<file path="config.mk">
export PLATFORM = sky130hd
export DESIGN_NAME = key_event_queue
export DESIGN_NICKNAME = d
export VERILOG_FILES = /design/src/rtl/key_event_queue.sv
export SDC_FILE = /design/constraint.sdc
export NUM_CORES = 1
export LEC_CHECK = 0
export CORE_UTILIZATION = 30
export DETAILED_ROUTE_END_ITERATION = 7
export PLACE_DENSITY = 0.56
export SLEW_MARGIN = 5
export SYNTH_ARGS = -nofsm -noshare
export SYNTH_HDL_FRONTEND = slang
export SYNTH_SLANG_ARGS = --single-unit
export TNS_END_PERCENT = 100
</file>
<file path="constraint.sdc">
create_clock -name CLK -period 3.1 [get_ports CLK]
set_input_delay 0.31 -clock CLK [delete_from_list [all_inputs] [get_ports CLK]]
set_output_delay 0.31 -clock CLK [all_outputs]
set_load 0.01 [all_outputs]
</file>
<file path="src/rtl/key_event_queue.sv">
// Debounces NKEYS raw keys, exports the levels, and queues press / auto-repeat
// events as key codes behind a show-ahead FIFO with a valid/ready handshake.
module key_event_queue #(
  parameter int               NKEYS        = 5,
  parameter int               CODE_W       = 3,
  parameter int               DEBOUNCE     = 250000,
  parameter int               CNT_W        = 18,
  parameter logic [NKEYS-1:0] REPEAT_MASK  = 5'b11110,
  parameter int               REPEAT_DELAY = 200000,
  parameter int               REPEAT_RATE  = 50000,
  parameter int               FIFO_DEPTH   = 4,
  parameter int               PTR_W        = 2
) (
  input  logic              CLK,
  input  logic              RST,
  input  logic [NKEYS-1:0]  keyin,
  output logic [NKEYS-1:0]  keyout,
  output logic              ev_valid,
  output logic [CODE_W-1:0] ev_code,
  input  logic              ev_ready,
  output logic [PTR_W:0]    ev_count,
  output logic              overflow,
  input  logic              clr_ovf
);

  localparam logic [CNT_W-1:0] DB_LAST    = CNT_W'(DEBOUNCE - 1);
  localparam logic [CNT_W-1:0] DELAY_LAST = CNT_W'(REPEAT_DELAY - 1);
  localparam logic [CNT_W-1:0] RATE_LAST  = CNT_W'(REPEAT_RATE - 1);
  localparam logic [PTR_W:0]   FULL_COUNT = (PTR_W+1)'(FIFO_DEPTH);

  logic [NKEYS-1:0]  sync_a;
  logic [NKEYS-1:0]  sync_b;
  logic [CNT_W-1:0]  db [NKEYS];
  logic [CNT_W-1:0]  rp [NKEYS];
  logic [NKEYS-1:0]  phase;
  logic [NKEYS-1:0]  pend;
  logic [NKEYS-1:0]  rise;
  logic [NKEYS-1:0]  fall;
  logic [NKEYS-1:0]  rep_fire;
  logic [NKEYS-1:0]  req;
  logic [NKEYS-1:0]  drop;
  logic [NKEYS-1:0]  grant;
  logic [NKEYS-1:0]  lowest;
  logic [CODE_W-1:0] grant_code;
  logic              found;
  logic              push;
  logic              pop;
  logic              push_ok;

  logic [CODE_W-1:0] mem [FIFO_DEPTH];
  logic [PTR_W-1:0]  wr_ptr;
  logic [PTR_W-1:0]  rd_ptr;

  always_ff @(posedge CLK or negedge RST) begin
    if (!RST) begin
      sync_a <= '0;
      sync_b <= '0;
    end else begin
      sync_a <= keyin;
      sync_b <= sync_a;
    end
  end

  // Accept a level change only after DEBOUNCE consecutive differing samples.
  always_comb begin
    rise = '0;
    fall = '0;
    for (int i = 0; i < NKEYS; i++) begin
      if ((sync_b[i] != keyout[i]) && (db[i] == DB_LAST)) begin
        rise[i] = sync_b[i];
        fall[i] = ~sync_b[i];
      end
    end
  end

  always_ff @(posedge CLK or negedge RST) begin
    if (!RST) begin
      keyout <= '0;
      for (int i = 0; i < NKEYS; i++) db[i] <= '0;
    end else begin
      for (int i = 0; i < NKEYS; i++) begin
        if (sync_b[i] == keyout[i]) begin
          db[i] <= '0;
        end else if (db[i] == DB_LAST) begin
          keyout[i] <= sync_b[i];
          db[i]     <= '0;
        end else begin
          db[i] <= db[i] + CNT_W'(1);
        end
      end
    end
  end

  // A release on this edge takes priority over a repeat that would coincide.
  always_comb begin
    rep_fire = '0;
    for (int i = 0; i < NKEYS; i++) begin
      rep_fire[i] = REPEAT_MASK[i] && keyout[i] && !fall[i] &&
                    (rp[i] == (phase[i] ? RATE_LAST : DELAY_LAST));
    end
  end

  always_ff @(posedge CLK or negedge RST) begin
    if (!RST) begin
      phase <= '0;
      for (int i = 0; i < NKEYS; i++) rp[i] <= '0;
    end else begin
      for (int i = 0; i < NKEYS; i++) begin
        if (!REPEAT_MASK[i] || !keyout[i] || fall[i]) begin
          rp[i]    <= '0;
          phase[i] <= 1'b0;
        end else if (rep_fire[i]) begin
          rp[i]    <= '0;
          phase[i] <= 1'b1;
        end else begin
          rp[i] <= rp[i] + CNT_W'(1);
        end
      end
    end
  end

  assign req  = rise | rep_fire;
  assign drop = req & pend;

  always_comb begin
    lowest     = '0;
    grant_code = '0;
    found      = 1'b0;
    for (int i = 0; i < NKEYS; i++) begin
      if (pend[i] && !found) begin
        found      = 1'b1;
        lowest[i]  = 1'b1;
        grant_code = CODE_W'(i);
      end
    end
  end

  // A full FIFO still accepts a push when the head is being popped this cycle.
  assign pop     = ev_valid && ev_ready;
  assign push_ok = (ev_count != FULL_COUNT) || pop;
  assign push    = found && push_ok;
  assign grant   = push ? lowest : '0;

  always_ff @(posedge CLK or negedge RST) begin
    if (!RST) begin
      pend     <= '0;
      overflow <= 1'b0;
    end else begin
      pend <= (pend & ~grant) | (req & ~pend);
      if (|drop) begin
        overflow <= 1'b1;
      end else if (clr_ovf) begin
        overflow <= 1'b0;
      end
    end
  end

  always_ff @(posedge CLK or negedge RST) begin
    if (!RST) begin
      wr_ptr   <= '0;
      rd_ptr   <= '0;
      ev_count <= '0;
    end else begin
      if (push) wr_ptr <= wr_ptr + PTR_W'(1);
      if (pop)  rd_ptr <= rd_ptr + PTR_W'(1);
      case ({push, pop})
        2'b10:   ev_count <= ev_count + (PTR_W+1)'(1);
        2'b01:   ev_count <= ev_count - (PTR_W+1)'(1);
        default: ev_count <= ev_count;
      endcase
    end
  end

  always_ff @(posedge CLK) begin
    if (push) mem[wr_ptr] <= grant_code;
  end

  assign ev_valid = (ev_count != '0);
  assign ev_code  = ev_valid ? mem[rd_ptr] : '0;

endmodule

</file>
==> results.txt <==
----------------------------------------------------
[Outcome]
  Result of the run ... complete, no violations

[Power]
  Peak supply drop ... 0.350 mV
  Power per unit of standard cell area ... 536 nW/um^2
  P_leak ... 4.49 nW

[Clocking]
  Clock latency at the later pin of the worst-skew pair ... 500 ps
  Clock tree from TritonCTS ... built
  Clock tree buffer depth ... 3
  Post-CTS setup buffer count ... 0
  Number of clock sinks ... 206
  Level count of the clock H-tree ... 1
  CTS root buffer ... sky130_fd_sc_hd__clkbuf_16
  Clock transition at the register clock pins on the worst setup and hold paths after CTS ... 60 ps
  TritonCTS Buffers ... 23

[Worst setup path]
  Slack of the worst reg-to-reg path ... 500 ps
  Largest incremental delay on the critical path ... 560 ps
  Depth of the worst register-to-register path ... 5
  Startpoint of the worst register-to-register path ... rp[27]
  Slowest cell on crit path ... sky130_fd_sc_hd__or2_1
  Max FO, Critical Path ... 18
  Destination of the worst register-to-register timing path ... rp[23]
  Capturing element type of the critical path ... flop
  CP startpoint kind ... flop
  Required arrival time at the worst endpoint ... 3450 ps
  Critical path cell sequence ... or4b_1 > or4_1 > a211oi_2 > or2_1 > nor2_1
  Critical path data arrival time ... 2950 ps
  Critical Setup Path Class ... reg -> reg

[Timing]
  Fin. max-slew vios ... 0
  Post-route worst setup slack ... 502 ps
  Min cycle time layout ... 2600 ps
  Total of endpoints with negative setup slack in the final report ... 0
  RSZ-0062 raised after global routing ... no
  Aggregate negative setup slack ... 0 ps
  Crit share post-route ... 83.8%
  Worst Skew ... 10.5 ps
  Worst slew margin relative to its limit ... 44.5%
  Hold violation total from the final report ... 0
  Least-Margin Pin Slew ... 825 ps
  Highest clock frequency the design can meet ... 385 MHz

[Layout]
  Share of layout cells above drive strength 1 ... 5.49%
  Layout overhead on the synthesized area ... 15.0%
  Final core utilization ... 35.3%
  Final #Nets ... 1027
  Non-filler instance count after layout ... 1455
  Antenna diode instance count ... 0
  Fin area ... 11200 um^2

[Synth]
  Yosys cell types ... 52
  Share of the synthesized netlist area taken by xor and xnor gates ... 13.2%
  Simple-gate portion of the synthesized area ... 25.3%
  Dominant combinational cell family by area after synthesis ... simple AND/OR/NAND/NOR gates
  Post-Syn Instances ... 967
  Adder-cell share of the synthesized area ... 1.87%
  Total nets after synthesis ... 990
  Post-synthesis instance area ... 9750 um^2
  Post-synthesis sequential area ratio ... 53.5%
  Warnings, synthesis ... 0
  Share of synthesized area spent on multiplexers ... 1.16%
  Main flop type after synthesis ... sky130_fd_sc_hd__dfrtp_1
  Number of enable flip-flop cells after synthesis ... 12
  Number of register bits inferred by synthesis ... 206
  Post-Syn Area per Cell ... 10.1 um^2
  Post-synth ARST share ... 94.2%
  Synthesized-area fraction occupied by ao, oa, aoi and oai cells ... 2.94%

[Route]
  Detailed router's first-iteration violation count ... 279
  Remaining antenna violation count after routing ... 0
  Final wirelength ... 18000 um
  Remaining design rule violation count ... 0
  Number of detailed-route iterations in the first pass ... 4
  Average routed wire per standard cell ... 12.4 um
  Via count normalized by instance count ... 4.58
  Routed via count ... 6664

[Worst hold path]
  End of the worst hold path ... sync_a[0]
  Hold Path Stages ... 1
  Worst Hold Class ... in -> reg
  Worst Min Path Start ... keyin[0]

[Floorplanning]
  Boundary Pins ... 22
  Height of the die ... 182 um
  Initial Utilization ... 30.7%
  Floorplan die width ... 182 um
  Standard-cell rows ... 65
  Die Outline Area ... 33200 um^2
  Core region area ... 31800 um^2

[Placement]
  Placed instance count ... 1413
  Post-placement setup slack ... 466 ps
  Total half-perimeter wirelength after legalization and detailed placement ... 12300 um
  Global placement routability congestion ... 0.809
  Number of buffers inserted by port buffering ... 21
  Placed instance area ... 10500 um^2

[Global route]
  Global Route Usage Sum ... 11.2%
  Pin count of the biggest net entering global routing ... 82
  Via count of the first global-routing pass ... 6420
  Global-route wire length before repair ... 31200 um
  Number of antenna violations at the first check in global routing ... 0
  Global route overflow ... 0

[Job]
  Max_cap viols ... 0

----------------------------------------------------
per-stage QoR:
stage	hold slack, ps	power [mW]
2_1_floorplan	14.4	3.22
3_3_place_gp	337	3.47
3_5_place_dp	336	3.48
4_1_cts	233	6.13
5_1_grt	244	6.30
6_report	253	6.01
report_power, final:
part | internal (mW) | switching, mW
Clock | 1.56 | 1.04
Combinational | 0.260 | 0.262
Sequential | 2.80 | 0.0953
Total | 4.62 | 1.40
layout make-up:
cell class	instances	area, um^2
tap	435	544
timing repair buffer	28	294
fill	3219	20600
inverter	27	101
multi-input combinational	718	4330
clock inverter	7	56.3
sequential	206	5220
clock buffer	34	667
worst max path at each step:
stage                     startpoint  endpoint  slack (ps)  cells after the start
after detailed placement      rp[27]    rp[20]         470                      5
after global placement        rp[27]    rp[31]         550                      5
after global routing          rp[27]    rp[20]         320                      5
after CTS                     rp[27]    rp[20]         450                      5
final                         rp[27]    rp[23]         500                      5
after floorplan               rp[45]    rp[47]         860                      8
logic make-up (layout without fill, tap and decap cells):
logic type                 after synthesis  in the layout
AOI/OAI and AO/OA                       46             46
xor gates and xnor gates               147            147
adders and majority gates               14             14
and+or+nand+nor                        504            504
DFF                                    206            206
muxes                                    7              7
buffers and inverters                   43             96
worst max-delay path: cells and delay by family, from the launching register on:
family           cells  cell delay, ps
AND/OR/NAND/NOR      4            1740
flip-flops           1             430
AO/OA/AOI/OAI        1             290
cell usage in the layout (no fill, tap or decap), types with 19 or more instances in the layout:
master                            count
sky130_fd_sc_hd__clkdlybuf4s50_1     20
sky130_fd_sc_hd__dfrtp_1            194
sky130_fd_sc_hd__nor2_1             207
sky130_fd_sc_hd__nand3_1             66
sky130_fd_sc_hd__xnor2_1             73
sky130_fd_sc_hd__xor2_1              74
sky130_fd_sc_hd__clkbuf_16           23
sky130_fd_sc_hd__nand4_1             30
sky130_fd_sc_hd__inv_1               27
sky130_fd_sc_hd__o21ai_0             19
sky130_fd_sc_hd__and3_1              30
sky130_fd_sc_hd__nand2_1             67
state kept, by name, summed over array words and instances, names as in the netlist, 3 cells and up:
register / flops
db: 90
mem: 12
ev_count: 3
pend: 5
phase: 4
sync_a: 5
keyout: 5
rp: 72
sync_b: 5
cells in the mapped netlist (all sizes together), types with 2 or more instances:
master | instances | share of area (%)
and4 | 6 | 0.55
nand2b | 8 | 0.51
edfxtp | 12 | 3.7
nand4 | 30 | 1.9
mux4 | 3 | 0.69
nand3 | 66 | 3.4
clkbuf | 9 | 0.35
a21oi | 11 | 0.56
or4 | 5 | 0.39
or3 | 5 | 0.32
or2 | 4 | 0.26
dfrtp | 194 | 50
o2111a | 2 | 0.23
nand3b | 2 | 0.15
o41ai | 2 | 0.18
mux2 | 4 | 0.46
xor2 | 74 | 6.6
nand2 | 67 | 2.6
nor3 | 16 | 0.82
and4b | 5 | 0.53
and3 | 30 | 1.9
nor4 | 14 | 0.90
nor2b | 12 | 0.77
nor4b | 6 | 0.54
nand4b | 4 | 0.36
ha | 13 | 1.7
buf | 7 | 0.67
a21boi | 2 | 0.15
or4b | 5 | 0.51
a31oi | 3 | 0.19
o21ai | 19 | 0.98
xnor2 | 73 | 6.6
and2 | 8 | 0.51
nor2 | 207 | 8.0
and3b | 2 | 0.18
inv | 27 | 1.0
a211oi | 3 | 0.33
what timing repair did:
item / 4_1_cts / 5_1_grt
hold endpoints to repair: 79 / 0
hold buffers: 1 / 0
resized for setup: 0 / 0
layer usage:
metal | global-route usage [%] | wire length [um]
met1 | 15.2 | 8910
met4 | 3.06 | 326
met2 | 18.4 | 8250
met5 | 0 | 0
met3 | 1.76 | 560
No activity file was read; power rests on OpenSTA's default activity.
